$ cat src/rtl/csr_counter_unit_pkg.sv
// Shared types for the performance-counter CSR slice: CSR addresses,
// privilege levels and the counter-enable/inhibit bit layout.
package csr_counter_unit_pkg;

   typedef logic [11:0] csr_addr_t;

   typedef enum logic [1:0] {
      PrivUser       = 2'b00,
      PrivSupervisor = 2'b01,
      PrivMachine    = 2'b11
   } Privilege;

   // Bit 0 = CY, bit 1 = TM, bit 2 = IR, matching the architectural layout.
   typedef struct packed {
      logic ir;
      logic tm;
      logic cy;
   } csr_counteren_t;

   localparam csr_addr_t CsrMcycle        = 12'hB00;
   localparam csr_addr_t CsrMcycleh       = 12'hB80;
   localparam csr_addr_t CsrMinstret      = 12'hB02;
   localparam csr_addr_t CsrMinstreth     = 12'hB82;
   localparam csr_addr_t CsrCycle         = 12'hC00;
   localparam csr_addr_t CsrCycleh        = 12'hC80;
   localparam csr_addr_t CsrTime          = 12'hC01;
   localparam csr_addr_t CsrTimeh         = 12'hC81;
   localparam csr_addr_t CsrInstret       = 12'hC02;
   localparam csr_addr_t CsrInstreth      = 12'hC82;
   localparam csr_addr_t CsrMcounteren    = 12'h306;
   localparam csr_addr_t CsrScounteren    = 12'h106;
   localparam csr_addr_t CsrMcountinhibit = 12'h320;

   function automatic logic [31:0] counterenToWord(input csr_counteren_t r);
      return {29'b0, r};
   endfunction

endpackage

$ cat src/rtl/csr_counter_unit_counter64.sv
// 64-bit counter with independent low/high word load ports.
// A low-word load suppresses the carry; a high-word load discards it.
module csr_counter64 (
   input  logic        clk,
   input  logic        rst,
   input  logic        incEnable,
   input  logic        writeLow,
   input  logic        writeHigh,
   input  logic [31:0] writeData,
   output logic [63:0] count
);

   logic [31:0] lowReg;
   logic [31:0] highReg;
   logic [32:0] lowSum;
   logic [31:0] lowNext;
   logic [31:0] highNext;

   always_comb begin
      lowSum   = {1'b0, lowReg} + {32'b0, incEnable};
      lowNext  = lowSum[31:0];
      highNext = highReg + {31'b0, lowSum[32]};
      // Any write to a half overrides its own increment and kills the carry path.
      if (writeLow) begin
         lowNext  = writeData;
         highNext = highReg;
      end
      if (writeHigh) begin
         highNext = writeData;
      end
   end

   always_ff @(posedge clk) begin
      if (rst) begin
         lowReg  <= '0;
         highReg <= '0;
      end else begin
         lowReg  <= lowNext;
         highReg <= highNext;
      end
   end

   assign count = {highReg, lowReg};

endmodule

$ cat src/rtl/csr_counter_unit.sv
// RV32 performance counters (mcycle, minstret, time) plus mcounteren,
// scounteren and mcountinhibit, with the execute-side access check.
module csr_counter_unit
   import csr_counter_unit_pkg::*;
#(
   parameter int TimeDivider = 1
) (
   input  logic      clk,
   input  logic      rst,
   input  csr_addr_t readAddr,
   input  logic      readEnable,
   input  logic      accessWrite,
   input  Privilege  privilege,
   input  csr_addr_t writeAddr,
   input  logic [31:0] writeValue,
   input  logic      writeEnable,
   input  logic      retire,
   output logic      hit,
   output logic [31:0] readValue,
   output logic      readIllegal
);

   localparam logic [7:0] PrescaleLast = 8'(TimeDivider - 1);

   csr_counteren_t mcounteren;
   csr_counteren_t scounteren;
   csr_counteren_t mcountinhibit;
   logic [7:0]     prescaler;
   logic           timeTick;

   logic [63:0] cycleCount;
   logic [63:0] instretCount;
   logic [63:0] timeCount;

   logic wrMcycleLo, wrMcycleHi, wrMinstretLo, wrMinstretHi;
   logic instretInc;

   assign wrMcycleLo   = writeEnable && (writeAddr == CsrMcycle);
   assign wrMcycleHi   = writeEnable && (writeAddr == CsrMcycleh);
   assign wrMinstretLo = writeEnable && (writeAddr == CsrMinstret);
   assign wrMinstretHi = writeEnable && (writeAddr == CsrMinstreth);

   // The instruction that writes minstret is not itself counted.
   assign instretInc = retire && !mcountinhibit.ir && !wrMinstretLo && !wrMinstretHi;

   assign timeTick = (prescaler == PrescaleLast);

   always_ff @(posedge clk) begin
      if (rst) begin
         prescaler <= '0;
      end else if (timeTick) begin
         prescaler <= '0;
      end else begin
         prescaler <= prescaler + 8'd1;
      end
   end

   always_ff @(posedge clk) begin
      if (rst) begin
         mcounteren    <= '0;
         scounteren    <= '0;
         mcountinhibit <= '0;
      end else if (writeEnable) begin
         case (writeAddr)
            CsrMcounteren:    mcounteren <= writeValue[2:0];
            CsrScounteren:    scounteren <= writeValue[2:0];
            CsrMcountinhibit: mcountinhibit <= '{ir: writeValue[2], tm: 1'b0, cy: writeValue[0]};
            default: ;
         endcase
      end
   end

   csr_counter64 cycleCounter (
      .clk       (clk),
      .rst       (rst),
      .incEnable (!mcountinhibit.cy),
      .writeLow  (wrMcycleLo),
      .writeHigh (wrMcycleHi),
      .writeData (writeValue),
      .count     (cycleCount)
   );

   csr_counter64 instretCounter (
      .clk       (clk),
      .rst       (rst),
      .incEnable (instretInc),
      .writeLow  (wrMinstretLo),
      .writeHigh (wrMinstretHi),
      .writeData (writeValue),
      .count     (instretCount)
   );

   csr_counter64 timeCounter (
      .clk       (clk),
      .rst       (rst),
      .incEnable (timeTick),
      .writeLow  (1'b0),
      .writeHigh (1'b0),
      .writeData (writeValue),
      .count     (timeCount)
   );

   always_comb begin
      hit       = 1'b1;
      readValue = '0;
      case (readAddr)
         CsrMcycle,   CsrCycle:     readValue = cycleCount[31:0];
         CsrMcycleh,  CsrCycleh:    readValue = cycleCount[63:32];
         CsrMinstret, CsrInstret:   readValue = instretCount[31:0];
         CsrMinstreth, CsrInstreth: readValue = instretCount[63:32];
         CsrTime:                   readValue = timeCount[31:0];
         CsrTimeh:                  readValue = timeCount[63:32];
         CsrMcounteren:             readValue = counterenToWord(mcounteren);
         CsrScounteren:             readValue = counterenToWord(scounteren);
         CsrMcountinhibit:          readValue = counterenToWord(mcountinhibit);
         default:                   hit = 1'b0;
      endcase
   end

   logic [3:0] mEnVec;
   logic [3:0] sEnVec;
   logic [1:0] counterIdx;

   assign mEnVec     = {1'b0, mcounteren};
   assign sEnVec     = {1'b0, scounteren};
   assign counterIdx = readAddr[1:0];

   // addr[9:8] encodes the lowest privilege allowed; addr[11:10]==11 marks read-only.
   always_comb begin
      readIllegal = 1'b0;
      if (readEnable && hit) begin
         if (privilege < readAddr[9:8]) begin
            readIllegal = 1'b1;
         end else if (readAddr[11:10] == 2'b11) begin
            if (accessWrite) begin
               readIllegal = 1'b1;
            end else begin
               case (privilege)
                  PrivSupervisor: readIllegal = !mEnVec[counterIdx];
                  PrivUser:       readIllegal = !(mEnVec[counterIdx] && sEnVec[counterIdx]);
                  default:        readIllegal = 1'b0;
               endcase
            end
         end
      end
   end

endmodule

$ cat config.mk
export PLATFORM = sky130hd
export DESIGN_NAME = csr_counter_unit
export DESIGN_NICKNAME = d
export VERILOG_FILES = /design/src/rtl/csr_counter_unit_pkg.sv /design/src/rtl/csr_counter_unit_counter64.sv /design/src/rtl/csr_counter_unit.sv
export SDC_FILE = /design/constraint.sdc
export NUM_CORES = 1
export LEC_CHECK = 0
export CAP_MARGIN = 20
export CORE_MARGIN = 2
export CORE_UTILIZATION = 35
export DETAILED_ROUTE_END_ITERATION = 16
export DONT_BUFFER_PORTS = 1
export PLACE_DENSITY = 0.48
export SLEW_MARGIN = 20
export SYNTH_ARGS = -nofsm -noshare
export SYNTH_HDL_FRONTEND = slang
export SYNTH_HIERARCHICAL = 1
export SYNTH_SLANG_ARGS = --single-unit
$ cat constraint.sdc
create_clock -name clk -period 9.1 [get_ports clk]
set_clock_uncertainty 0.1 [all_clocks]
set_input_delay 1.82 -clock clk [delete_from_list [all_inputs] [get_ports clk]]
set_output_delay 1.82 -clock clk [all_outputs]
set_load 0.05 [all_outputs]
==> summary.txt <==
Status
  – Status: complete, no violations

Placed design
  – Hpwl dp: 36,000 µm
  – Dpl ws: 2750 ps
  – # port buffers: 0
  – GP Congestion: 0.869

Global routing
  – Overall routing resource usage: 24.4%
  – Initial antenna violation count: 0
  – Largest net degree at the start of global routing: 215
  – GRT overflow: 0
  – First-pass GRT wire length: 78,900 µm
  – Vias in the first global route: 12,800

Floorplanning
  – Cell row count: 73
  – Ports: 98
  – DIE AREA: 41,400 µm²
  – Starting Density: 35.2%
  – Core area: 39,500 µm²
  – Die Span X: 204 µm
  – Die height: 204 µm

Critical path
  – Kind of critical path: in2reg
  – Startpoint types: input port
  – Crit path DAT: 6180 ps
  – Reg2Reg Depth: 15
  – Type of destination of the critical path: flop
  – Critical Path RT: 9470 ps
  – Crit-path cells: nand4bb_1, nor2_1, nand4_1, and3b_1, ha_1, ha_1, nand3_1, or3_1, nor4_1, ha_1, ha_1, nand3_1, or4_1, or3_1, a311oi_1
  – Family with the most delay on the worst path: simple AND/OR/NAND/NOR gates
  – Reg-to-Reg Start: prescaler[0]$_SDFF_PP0_
  – CP Max Fanout: 16
  – Worst R2R End: timeCounter/highReg[18]$_SDFFE_PP0P_
  – Worst path bufs/invs: 0
  – Worst path max stage delay: 700 ps
  – Register-to-register setup slack: 3590 ps
  – CP most frequent cell: ha_1
  – Worst path slowest cell: or3_1

Logic synthesis
  – Synth cell types: 65
  – Syn Std Cell Area: 13,900 µm²
  – Cells after Synth: 1,762
  – Yosys reg bits: 208
  – Share of synthesized flip-flops with an asynchronous set or reset: 0%
  – Sequential element share of the synthesized area: 29.9%
  – Yosys warns: 6
  – Number of synthesized flops with an enable pin: 0
  – Synth Area per Inst: 7.91 µm²
  – Dominant synthesized flop cell: dfxtp_1

Timing
  – RSZ-0062 raised after global routing: no
  – Fin. Hold Viols: 0
  – Max-slew violations: 0
  – Period utilization: 63.9%
  – Crit path time final: 5810 ps
  – Rel. slew slack: 20.2%
  – Post-route setup slack: 3290 ps
  – Slew @ Worst Pin: 1190 ps
  – Final setup fails: 0
  – Setup Total Neg Slack: 0 ps
  – Maximum clock rate: 0.172 GHz

Power and ir drop
  – Leak: 4.89 nW
  – Pint: 1.64 mW
  – NetSw: 527 µW
  – Clock power frac: 50.6%
  – Pwr dens: 142 nW/µm²
  – Comb pwr share: 4.8%
  – Sw Share: 24.3%
  – Max VDD drop: 0.129 mV
  – Sequential Power Share: 44.6%

Routing
  – Post-Route WL: 51,000 µm
  – Post-DR wirelength/cell: 22.7 µm
  – Final ANT Viol Nets: 0
  – DRT iter0 DRCs: 1,027
  – Vias per std cell: 6.06
  – Via Count: 13,600
  – DR pass1 iterations: 5
  – # DRC: 0

Final layout
  – Area grow syn2layout: 9.31%
  – Antenna cells: 0
  – Seq. cell area: 4160 µm²
  – Multi-input logic area: 9150 µm²
  – Filler Cell Count: 4,108
  – NumNets Final: 1,782
  – Layout cells sized above 1: 5.75%

Worst hold path
  – Hold endpoint: prescaler[0]$_SDFF_PP0_
  – Worst hold path class: reg2reg
  – HP Start: prescaler[0]$_SDFF_PP0_
  – Worst hold path depth: 1

Clocking
  – Worst-case clock buffer depth: 3
  – CTS tree: built
  – Clock latency on the worst-skew pair: 560 ps
  – # resized after CTS: 0
  – CTS root buf: clkbuf_16
  – Clock Pin Slew Worst Setup and Hold Paths: 60 ps
  – Hold_buf cts: 0
  – # clock sinks: 208
  – Total CTS buffers: 27
  – Post-CTS Setup Inserts: 0
  – H-tree levels: 1

Flow run
  – Max-cap violations: 0
==> power by group through the flow <==
stage	sequential [mW]	combinational (mW)	clock, mW
global route	0.970	0.115	1.17
CTS	0.965	0.0989	1.13
finish	0.966	0.104	1.10
floorplan	0.973	0.108	0
global placement	0.985	0.0971	0
detailed placement	0.985	0.0984	0
==> sequential cells by signal (all words and copies together) (netlist names) <==
name                    cells
cycleCounter/highReg       32
prescaler                   8
sEnVec                      3
cycleCounter/lowReg        32
mcountinhibit               2
instretCounter/highReg     32
timeCounter/highReg        32
timeCounter/lowReg         32
mEnVec                      3
instretCounter/lowReg      32
==> metrics by stage <==
stage          utilization [%]  hold slack, ps  instances  instance area (µm²)  power [mW]
2_1_floorplan                -             349       1772                14000        1.08
3_3_place_gp              36.2             371       2199                14300        1.08
3_5_place_dp              36.2             380       2199                14300        1.08
4_1_cts                   38.5             394       2246                15200        2.19
5_1_grt                   38.5             419       2246                15200        2.25
6_report                  38.5             388       2246                15200        2.17
==> layout make-up <==
class                   count  share of cell area [%]
clock buffers              41                    5.50
clock inverters             6                   0.361
inverters                  75                    1.85
multi-input cells        1379                    60.0
flip-flops and latches    208                    27.3
well taps                 525                    4.31
repair buffers             12                   0.591
==> cell usage in the layout (no fill, tap or decap), drive strengths merged, types with 34 or more instances in the layout <==
| cell | count |
|---|---|
| dfxtp | 208 |
| nor2 | 171 |
| mux2i | 121 |
| nand2 | 117 |
| nand3 | 75 |
| inv | 75 |
| o21ai | 72 |
| nand4 | 64 |
| nor4 | 61 |
| xnor2 | 58 |
| a21oi | 57 |
| nor3 | 56 |
| a311oi | 54 |
| or3 | 42 |
| clkbuf | 41 |
| a211oi | 36 |
| or4 | 34 |
==> worst register-to-register path, delay by kind of cell (launching register included) <==
family / cells / cell delay (ps)
AND/OR/NAND/NOR: 8 / 3490
AO/OA/AOI/OAI: 1 / 250
flip-flops: 1 / 350
adder cells (fa/ha/maj): 5 / 1170
buffers and inverters: 1 / 70
==> cell families (layout without fill, tap and decap cells) <==
| kind of cell | Yosys count | in the layout | share of synthesized area [%] |
|---|---|---|---|
| compound gates | 410 | 410 | 21.0 |
| xor+xnor | 75 | 75 | 4.71 |
| fa+ha+maj | 15 | 15 | 1.35 |
| buf+inv | 185 | 134 | 5.05 |
| flops | 208 | 208 | 29.9 |
| mux | 121 | 121 | 8.69 |
| other cells | 1 | 11 | 0.0269 |
| simple gates | 747 | 747 | 29.3 |
==> synthesized netlist by cell type (6+ instances only) <==
cell type  instances  share of area, %
dfxtp_1          208                30
nor2_1           171               4.6
mux2i_1          121               8.7
nand2_1          117               3.2
clkbuf_1          88               2.4
nand3_1           75               2.7
inv_1             69               1.9
nand4_1           61               2.7
xnor2_1           58               3.6
a21oi_1           57               2.0
nor4_1            57               2.6
nor3_1            56               2.0
a311oi_1          54               3.4
o21ai_0           45               1.6
or3_1             42               1.9
a211oi_1          36               1.9
or4_1             34               1.8
o22a_1            30               1.9
a21o_1            27               1.5
o21ai_1           27              0.97
and3_1            24               1.1
o31ai_1           24               1.3
a31oi_1           21              0.94
o31a_1            21               1.3
and4_1            18               1.1
xor2_1            17               1.1
a2111oi_0         15              0.94
buf_1             15              0.40
ha_1              15               1.3
nor2b_1           15              0.67
or2_2             14              0.63
o211ai_1          10              0.54
a311o_1            9              0.65
nand4b_1           9              0.57
nand3b_1           8              0.43
o21a_1             8              0.43
and4b_1            7              0.50
buf_2              7              0.25
inv_2              6              0.16
==> per-layer routing <==
layer	wire (µm)	up-vias	global-route usage, %
li1	-	6593	-
met1	23400	6570	33.3
met2	22800	381	39.1
met3	3440	72	5.05
met4	1370	0	6.28
met5	0	-	0
==> how the worst max path moves through the flow <==
stage | startpoint | to | slack [ps] | cells after the start
5_1_grt | writeAddr[10] | instretCounter/highReg[18]$_SDFFE_PP0P_ | 3000 | 15
6_report | writeAddr[10] | instretCounter/highReg[18]$_SDFFE_PP0P_ | 3290 | 15
3_5_place_dp | writeAddr[10] | instretCounter/highReg[18]$_SDFFE_PP0P_ | 2750 | 15
3_3_place_gp | writeAddr[10] | instretCounter/highReg[18]$_SDFFE_PP0P_ | 3000 | 15
2_1_floorplan | readAddr[7] | readValue[10] | 3290 | 5
4_1_cts | readAddr[5] | readValue[18] | 3280 | 4
Power figures use the tool's default switching activity.
